## src/rtl/des_tables_pkg.sv

```systemverilog
`default_nettype none
// ============================================================================
//  Module      : des_tables_pkg
//  Description : Shared DES bit-selection tables. Each entry holds the
//                1-based source-bit number reduced modulo 64 into 6 bits,
//                so source bit 64 is stored as 0.
//  Revision    : 1.0 - initial release (IP, PC1)
// ============================================================================
package des_tables_pkg;

   localparam int IP_LEN  = 64;
   localparam int PC1_LEN = 56;

   localparam int TABLE_IP  = 0;
   localparam int TABLE_PC1 = 1;

   // Initial permutation, index 0 first; index 24 is source bit 64 -> 0.
   localparam logic [5:0] IP_TABLE [IP_LEN] = '{
      6'd58, 6'd50, 6'd42, 6'd34, 6'd26, 6'd18, 6'd10, 6'd2,
      6'd60, 6'd52, 6'd44, 6'd36, 6'd28, 6'd20, 6'd12, 6'd4,
      6'd62, 6'd54, 6'd46, 6'd38, 6'd30, 6'd22, 6'd14, 6'd6,
      6'd0,  6'd56, 6'd48, 6'd40, 6'd32, 6'd24, 6'd16, 6'd8,
      6'd57, 6'd49, 6'd41, 6'd33, 6'd25, 6'd17, 6'd9,  6'd1,
      6'd59, 6'd51, 6'd43, 6'd35, 6'd27, 6'd19, 6'd11, 6'd3,
      6'd61, 6'd53, 6'd45, 6'd37, 6'd29, 6'd21, 6'd13, 6'd5,
      6'd63, 6'd55, 6'd47, 6'd39, 6'd31, 6'd23, 6'd15, 6'd7
   };

   // Permuted choice 1, index 0 first; parity bits (multiples of 8) absent.
   localparam logic [5:0] PC1_TABLE [PC1_LEN] = '{
      6'd57, 6'd49, 6'd41, 6'd33, 6'd25, 6'd17, 6'd9,
      6'd1,  6'd58, 6'd50, 6'd42, 6'd34, 6'd26, 6'd18,
      6'd10, 6'd2,  6'd59, 6'd51, 6'd43, 6'd35, 6'd27,
      6'd19, 6'd11, 6'd3,  6'd60, 6'd52, 6'd44, 6'd36,
      6'd63, 6'd55, 6'd47, 6'd39, 6'd31, 6'd23, 6'd15,
      6'd7,  6'd62, 6'd54, 6'd46, 6'd38, 6'd30, 6'd22,
      6'd14, 6'd6,  6'd61, 6'd53, 6'd45, 6'd37, 6'd29,
      6'd21, 6'd13, 6'd5,  6'd28, 6'd20, 6'd12, 6'd4
   };

   // Entry lookup for the selected table; indices past the end return 0.
   function automatic logic [5:0] table_lookup(input int sel, input logic [5:0] idx);
      logic [5:0] val;
      val = 6'd0;
      if (sel == TABLE_IP) begin
         val = IP_TABLE[idx];
      end else if (idx < 6'(PC1_LEN)) begin
         val = PC1_TABLE[idx];
      end
      return val;
   endfunction

endpackage
`default_nettype wire

```

## src/rtl/des_perm_table_rom.sv

```systemverilog
`default_nettype none
// ============================================================================
//  Module      : des_perm_table_rom
//  Description : Single-read-port synchronous ROM holding one DES
//                bit-selection table (IP or PC1, chosen by TABLE_SEL).
//                One-cycle read latency, output held while ce0 is low,
//                out-of-range reads return 0.
//  Revision    : 1.0 - initial release
// ============================================================================
module des_perm_table_rom
   import des_tables_pkg::*;
#(
   parameter int TABLE_SEL    = 0,
   parameter int DataWidth    = 6,
   parameter int AddressRange = 64,
   parameter int AddressWidth = 6
) (
   input  logic                    clk,
   input  logic                    reset,
   input  logic [AddressWidth-1:0] address0,
   input  logic                    ce0,
   output logic [DataWidth-1:0]    q0
);

   // Entry width and address width are tied to the 6-bit modulo-64 encoding,
   // and the entry count must match the chosen table exactly.
   localparam bit PARAMS_OK =
      ((TABLE_SEL == TABLE_IP  && AddressRange == IP_LEN) ||
       (TABLE_SEL == TABLE_PC1 && AddressRange == PC1_LEN)) &&
      (DataWidth == 6) && (AddressWidth == 6);

   localparam logic [AddressWidth:0] RANGE_LIMIT = AddressRange[AddressWidth:0];

   generate
      if (!PARAMS_OK) begin : g_bad_params
         $error("des_perm_table_rom: unsupported TABLE_SEL/DataWidth/AddressRange/AddressWidth");
      end
   endgenerate

   logic [DataWidth-1:0] q0_d;
   logic [DataWidth-1:0] q0_q;
   logic                 w_in_range;
   logic [DataWidth-1:0] w_entry;

   // Address decode: table contents for the presented index, zero when past the end.
   always_comb begin
      w_in_range = ({1'b0, address0} < RANGE_LIMIT);
      w_entry    = w_in_range ? table_lookup(TABLE_SEL, address0) : '0;
   end

   // Next output: load on read enable, otherwise hold.
   always_comb begin
      q0_d = q0_q;
      if (ce0) begin
         q0_d = w_entry;
      end
   end

   // Output register; reset clears it immediately, without waiting for a clock.
   always_ff @(posedge clk or posedge reset) begin
      if (reset) begin
         q0_q <= '0;
      end else begin
         q0_q <= q0_d;
      end
   end

   assign q0 = q0_q;

endmodule
`default_nettype wire

```

## config.mk

```make
export PLATFORM = sky130hd
export DESIGN_NAME = des_perm_table_rom
export DESIGN_NICKNAME = d
export VERILOG_FILES = /design/src/rtl/des_tables_pkg.sv /design/src/rtl/des_perm_table_rom.sv
export SDC_FILE = /design/constraint.sdc
export NUM_CORES = 1
export LEC_CHECK = 0
export BUFFER_PORTS_ARGS = -buffer_cell sky130_fd_sc_hd__buf_2
export CAP_MARGIN = 20
export CORE_AREA = 2 2 39 41
export CTS_BUF_LIST = sky130_fd_sc_hd__clkbuf_8
export DETAILED_ROUTE_END_ITERATION = 12
export DIE_AREA = 0 0 41 43
export HOLD_SLACK_MARGIN = 0.1
export SLEW_MARGIN = 20
export SYNTH_ARGS = -nofsm -noshare
export SYNTH_HDL_FRONTEND = slang
export SYNTH_SLANG_ARGS = --single-unit
```

## constraint.sdc

```tcl
create_clock -name clk -period 0.95 [get_ports clk]
set_input_delay 0 -clock clk [delete_from_list [all_inputs] [get_ports clk]]
set_output_delay 0 -clock clk [all_outputs]
set_load 0.005 [all_outputs]
```

==> metrics, run 1 <==
switching share of power 0.221; Logic pwr share 0.169; deepest clock path buffer count 2; Power Dens Cells around 1600 nW/um2; delay of the slowest cell on the worst path 560 ps; Leakage 0.260 nW; Largest register FFs 6; Reg2Reg Launch Point q0[0]; wire per inst around 10 um; clk_skew 0 ps; antenna-violating nets left 0; library cells used by synthesis 16; internal power roughly 0.63 mW; Synth Cell Area ~360 um2; worst-margin pin slew 241 ps; Final min period between 800 and 900 ps; WHS Endpoint q0[4]; setup ws final ~130 ps; startpoint types primary input; Max Fclk around 1200 MHz; worst path cell trace dlygate4sd3_1, and4b_1, a311oi_2; R2R Path End q0[0]; vias per inst 4.34; Syn Inst Count 34; area post-placement 448 um2; Reg area ~150 um2; Pins Over Slew Limit 0; status finished clean; initial drt markers 2; Antenna Cells 0; R2R depth 1; Yosys reg bits 6; Worst path depth 3; setup repair bufs after CTS 0; maxcap violations 0; Worst Path Required between 1000 and 1500 ps; RSZ-0062 raised after global routing false; clk root buf clkbuf_8; CP delay by family, top buffers and inverters; CTS tree done; post-cts sizing count 0; Net Count, Synth 47; Reg clk slew, reported paths roughly 40 ps; worst path bufs/invs 1; Num Clock Sinks 6; Die Wd 41 um; CP arrival between 900 and 1000 ps; vias in the first global route 298; Overflow after GRT 0; maximum vdd drop 0.000910 V; FF-to-FF setup slack ~190 ps; clock power share 0.460; Initial Util 0.259; I/O pin cnt 15; Yosys warning count 0; cell count of the worst hold path 2; core area approximately 1400 um2; Routability Congestion roughly 0.63; row cnt 14; fraction of layout cells with a size suffix above 1 0.392; GRT Overall Usage 0.0939; critical path class in -> reg; PnR Total Power a little over 0.8 mW; Tcrit/Tclk final 0.863; area occupied by multi-input gates about 180 um2; Min-Delay Path Class in -> reg; syn_area_per_cell ~11 um2; DRT Wirelength 677 um; initial antenna violation count 0; Clk Latency, worst-skew pair ~210 ps; Crit. End Element flop; PortBufs 14; routed vias roughly 290; NetSw roughly 0.18 mW; Fin. Hold Viols 0; post-synthesis sequential area ratio 0.418; DRC 0; final setup vio count 0; Rel. slew slack 0.839; CP max stage cell dlygate4sd3_1; H-tree levels 1; Num CTS Buffers 3; fill count 145; die height between 40 and 50 um; Layout area overhead 40.4%; global-route wire length before repair roughly 1.1 mm; setup TNS 0 ps; drt first pass iters 2; Hold Path Origin ce0; die area between 1500 and 2000 um2; Place WS -9.82 ps; largest net degree at the start of global routing 11; Flop pwr share 0.370; Layout Nets 66; worst-path fanout max 2; design area 504 um2
## Yosys cell counts
master,instances,share of area
dfrtp_1,6,0.42
xnor2_1,1,0.024
and3b_1,1,0.024
a311oi_2,1,0.042
mux2_1,1,0.031
clkbuf_1,1,0.010
mux2_2,2,0.063
buf_2,1,0.014
a21oi_1,3,0.042
ha_1,4,0.14
nand2_1,1,0.010
mux2i_1,2,0.056
and4b_1,1,0.028
nor2_1,3,0.031
nor3_1,1,0.014
inv_1,5,0.052
## layout by cell type, fill, tap and decap left out
master,instances
nor2_1,3
mux2_1,1
xnor2_1,1
dfrtp_1,6
ha_1,4
nand2_1,1
buf_4,1
mux2i_1,2
a311oi_2,1
buf_2,13
a21oi_1,3
nor3_1,1
mux2_2,2
inv_1,5
dlygate4sd3_1,2
and3b_1,1
and4b_1,1
clkbuf_8,3
## layer usage
metal,track usage,vias to the layer above,wire (um)
met4,0.0200,0,0
met1,0.118,133,307
li1,-,148,-
met2,0.141,10,308
met3,0.0471,0,61
met5,0,-,0
## repair_timing
action	4_1_cts	5_1_grt
endpoints found under the setup margin	0	1
hold buffers	2	0
endpoints found under the hold margin	7	0
## power by group through the flow
| stage | sequential [mW] | combinational [mW] | clock [mW] |
|---|---|---|---|
| global placement | 0.303 | 0.131 | 0 |
| floorplan | 0.307 | 0.0671 | 0 |
| finish | 0.301 | 0.138 | 0.375 |
| detailed placement | 0.305 | 0.135 | 0 |
| global route | 0.305 | 0.157 | 0.396 |
| CTS | 0.302 | 0.142 | 0.384 |
## cells by family after synthesis
logic type | synth area share
compound gates | 0.0836
simple gates | 0.108
flops | 0.418
mux | 0.150
fa+ha+maj | 0.139
buf+inv | 0.0766
xor+xnor | 0.0244
## metrics by stage
stage / hold slack, ps / cells / util
final: 103 / 67 / 0.364
after global routing: 136 / 67 / 0.364
after CTS: 110 / 68 / 0.368
after detailed placement: -64.7 / 63 / 0.324
after global placement: -71.2 / 63 / 0.324
after floorplan: -209 / 34 / -
## area by class of cell
type | instances | area share
clock buffers | 3 | 0.0819
inverters | 5 | 0.0372
multi-input cells | 21 | 0.360
flip-flops and latches | 6 | 0.298
well taps | 16 | 0.0397
repair buffers | 16 | 0.184
## worst max path at each step
stage,startpoint,endpoint,slack (ps)
detailed placement,address0[3],q0[1],-10
CTS,address0[2],q0[5],20
global placement,address0[3],q0[1],30
global route,address0[2],q0[5],40
floorplan,address0[3],q0[1],150
finish,address0[2],q0[5],130
(Power assumes the default switching activity.)
==> run 2, diff against run 1 <==
- ABC_CLOCK_PERIOD_IN_PS: default -> 950
- SETUP_SLACK_MARGIN: default -> 0.3
- SLEW_MARGIN: 20 -> default
==> metrics, run 2 (synthesis results as in run 1) <==
Reg clk slew, reported paths 30 ps; Num CTS Buffers 3; final setup vio count 0; Layout area overhead 42.5%; Reg area between 150 and 200 um2; Die Wd a little over 40 um; routed vias roughly 290; worst-path fanout max 2; H-tree levels 1; startpoint types flop; fill count around 140; most frequent cells in the layout 14 x buf_2, 6 x dfrtp_1, 4 x inv_1; row cnt 14; Clk Latency, worst-skew pair between 200 and 250 ps; CP arrival approximately 850 ps; setup ws final just under 200 ps; Initial Util 0.259; post-layout util 0.370; die area about 1800 um2; Pins Over Slew Limit 0; Power Dens Cells 1590 nW/um2; clk_skew 0 ps; DRT Wirelength 636 um; Leakage 0.262 nW; Num Clock Sinks 6; CP delay by family, top flip-flops; worst path cell trace mux2_4; Rel. slew slack 0.858; Antenna Cells 0; antenna-violating nets left 0; CP max stage cell dfrtp_1; vias per inst around 4.3; design area around 510 um2; worst path bufs/invs 0; fraction of layout cells with a size suffix above 1 0.510; clk root buf clkbuf_8; Min-Delay Path Class in -> reg; global-route wire length before repair 1.08 mm; non-filler instance count after layout 67; Routability Congestion between 0.6 and 0.7; RSZ-0062 raised after global routing true; critical path class reg -> reg; Placed Cells 63; maximum vdd drop about 0.00068 V; delay of the slowest cell on the worst path between 300 and 400 ps; DRC 0; Crit. End Element flop; maxcap violations 0; vias in the first global route about 280; area post-placement roughly 460 um2; PortBufs 14; drt first pass iters 4; largest net degree at the start of global routing 11; failing checks hold timing; DPL Wire Length 506 um; worst hold slack -3.71 ps; wire per inst ~9.5 um; setup repair bufs after CTS 0; area occupied by multi-input gates roughly 190 um2; Fin. Hold Viols 1; initial antenna violation count 0; Final min period around 750 ps; status finished, violations left; I/O pin cnt 15; deepest clock path buffer count 2; Layout Nets 66; commonest non-fill, non-tap cell in the layout buf_2; CTS tree done; Overflow after GRT 0; Tcrit/Tclk final 0.792; core area 1380 um2; Place WS -3.84 ps; initial drt markers 4; Hold-fix buffers, CTS 1; worst-margin pin slew roughly 210 ps; PnR Total Power 0.815 mW; die height 43 um; Max Fclk 1330 MHz; GRT Overall Usage 0.0963; Worst Path Required between 1000 and 1500 ps; Largest register FFs 6
==> run 2: cell count changes in the layout (fill, tap and decap cells not counted), sizes merged <==
cell         change
buf              +1
dlygate4sd3      -1
==> run 2: final timing paths <==
check | endpoint | cells after the start | slack, ps | start
max | q0[0] | 1 | 200 | q0[0]
min | q0[5] | 2 | -4 | address0[2]
max reg2reg | q0[0] | 1 | 200 | q0[0]
min reg2reg | q0[1] | 1 | 500 | q0[1]
max in group asynchronous | q0[2] | 3 | 540 | reset
min in group asynchronous | q0[4] | 3 | 230 | reset
==> run 2: cell type report <==
type                    instances  area share
flip-flops and latches          6       0.293
inverters                       5      0.0367
repair buffers                 16       0.171
multi-input cells              21       0.379
well taps                      16      0.0391
clock buffers                   3      0.0807
==> run 2: layer usage <==
layer,global-route usage,wire length (um),vias to the layer above
met5,0,0,-
met4,0.0600,0,0
met3,0.0628,47,0
met2,0.128,278,10
met1,0.109,310,128
li1,-,-,148
==> run 2: what timing repair did <==
| item | 4_1_cts | 5_1_grt |
|---|---|---|
| endpoints found under the hold margin | 7 | 1 |
| gates resized for setup | 1 | 1 |
| pin swaps | 1 | 2 |
| setup endpoints to repair | 10 | 11 |
==> run 2: power breakdown <==
| group | internal [mW] | switching [mW] | total, mW |
|---|---|---|---|
| Clock | 0.271 | 0.0998 | 0.371 |
| Sequential | 0.287 | 0.0137 | 0.301 |
| Combinational | 0.0789 | 0.0642 | 0.143 |
==> run 2: through the flow <==
stage	TNS, ps	hold WS, ps
after detailed placement	-3.84	-84.3
after CTS	0	-3.79
after floorplan	0	-209
after global routing	0	4.40
final	0	-3.71
after global placement	0	-83.5
==> run 3, diff against run 2 <==
- ABC_CLOCK_PERIOD_IN_PS: 950 -> 800
- clock period: 0.95 -> 0.8 ns (I/O delays scaled with it)
==> metrics, run 3 (synthesis results as in run 1) <==
H-tree levels 1; CP arrival about 850 ps; wire per inst about 9.8 um; PnR Total Power between 0.9 and 1 mW; Placed Cells 64; largest net degree at the start of global routing 11; initial drt markers 1; clk_skew 0 ps; Die Wd ~40 um; Max Fclk 1330 MHz; setup TNS 0 ps; commonest non-fill, non-tap cell in the layout buf_2; worst-margin pin slew 223 ps; Initial Util 0.259; I/O pin cnt 15; vias in the first global route between 200 and 300; fraction of layout cells with a size suffix above 1 0.538; worst hold slack -2.10 ps; R2R depth 1; design area 522 um2; WHS Endpoint q0[5]; most frequent cells in the layout 14 x buf_2, 6 x dfrtp_1, 4 x inv_1; Rel. slew slack 0.851; core area roughly 1400 um2; delay of the slowest cell on the worst path approximately 360 ps; Min-Delay Path Class in -> reg; Power Dens Cells 1880 nW/um2; Reg clk slew, reported paths about 40 ps; CP max stage cell dfrtp_1; Routability Congestion 0.646; Worst Path Required around 900 ps; DPL Wire Length 515 um; Antenna Cells 0; PortBufs 14; deepest clock path buffer count 2; area post-placement 463 um2; worst path bufs/invs 0; RSZ-0062 raised after global routing true; initial antenna violation count 0; routed vias ~300; status finished, violations left; Clk Latency, worst-skew pair approximately 220 ps; FF-to-FF setup slack about 49 ps; Crit. End Element flop; worst path cell trace mux2_4; Reg2Reg Launch Point q0[0]; Pins Over Slew Limit 0; die height roughly 43 um; worst-path fanout max 2; maximum vdd drop 0.000945 V; failing checks hold timing; row cnt 14; R2R Path End q0[0]; antenna-violating nets left 0; Largest register FFs 6; Num Clock Sinks 6; CP delay by family, top flip-flops; cell count of the worst hold path 2; Layout Nets 67; vias per inst between 4 and 5; DRT Wirelength around 670 um; Leakage around 0.27 nW; Tcrit/Tclk final 0.939; post-layout util 0.377; maxcap violations 0; startpoint types flop; Final min period 751 ps; drt first pass iters 2; Place WS -142 ps; GRT Overall Usage 0.0904; Hold-fix buffers, CTS 1; Fin. Hold Viols 1; CTS tree done; Layout area overhead 45.3%; non-filler instance count after layout approximately 70; DRC 0; setup ws final around 49 ps; Overflow after GRT 0; clk root buf clkbuf_8; final setup vio count 0; global-route wire length before repair 1.10 mm; Hold Path Origin address0[2]; critical path class reg -> reg; Num CTS Buffers 3; die area between 1500 and 2000 um2
run 3: cell types whose count changed in the layout (fill, tap and decap cells not counted), sizes merged:
| cell | delta |
|---|---|
| buf | +1 |
run 3: final cells by class:
| type | instances | area [um2] |
|---|---|---|
| Tap cell | 16 | 20.0 |
| Timing Repair Buffer | 17 | 95.1 |
| Clock buffer | 3 | 41.3 |
| Multi-Input combinational cell | 21 | 196 |
| Inverter | 5 | 18.8 |
| Sequential cell | 6 | 150 |
| Fill cell | 143 | 862 |
run 3: worst max path at each step:
stage,startpoint,to,slack (ps),depth (start not counted)
floorplan,address0[4],q0[3],30,4
global placement,address0[4],q0[1],-110,6
detailed placement,address0[4],q0[1],-140,6
CTS,q0[0],q0[0],50,1
global route,q0[3],q0[3],20,1
finish,q0[0],q0[0],50,1
run 3: per-layer routing:
metal / share of wire / global-route usage
met2: 0.46 / 0.134
met4: 0 / 0.0400
met1: 0.47 / 0.124
met5: 0 / 0
met3: 0.069 / 0.0157
run 3: timing repair:
item | CTS | global route
pin swaps | 3 | 3
resized for setup | 2 | 1
buffers inserted | 0 | 0
setup endpoints to repair | 12 | 12
endpoints found under the hold margin | 7 | 1
run 3: where the power goes:
part           internal (mW)  switching (mW)  leakage [nW]
registers              0.341          0.0173        0.0683
clock network          0.323           0.122        0.0216
logic                 0.0982          0.0787         0.177
total                  0.761           0.218         0.267
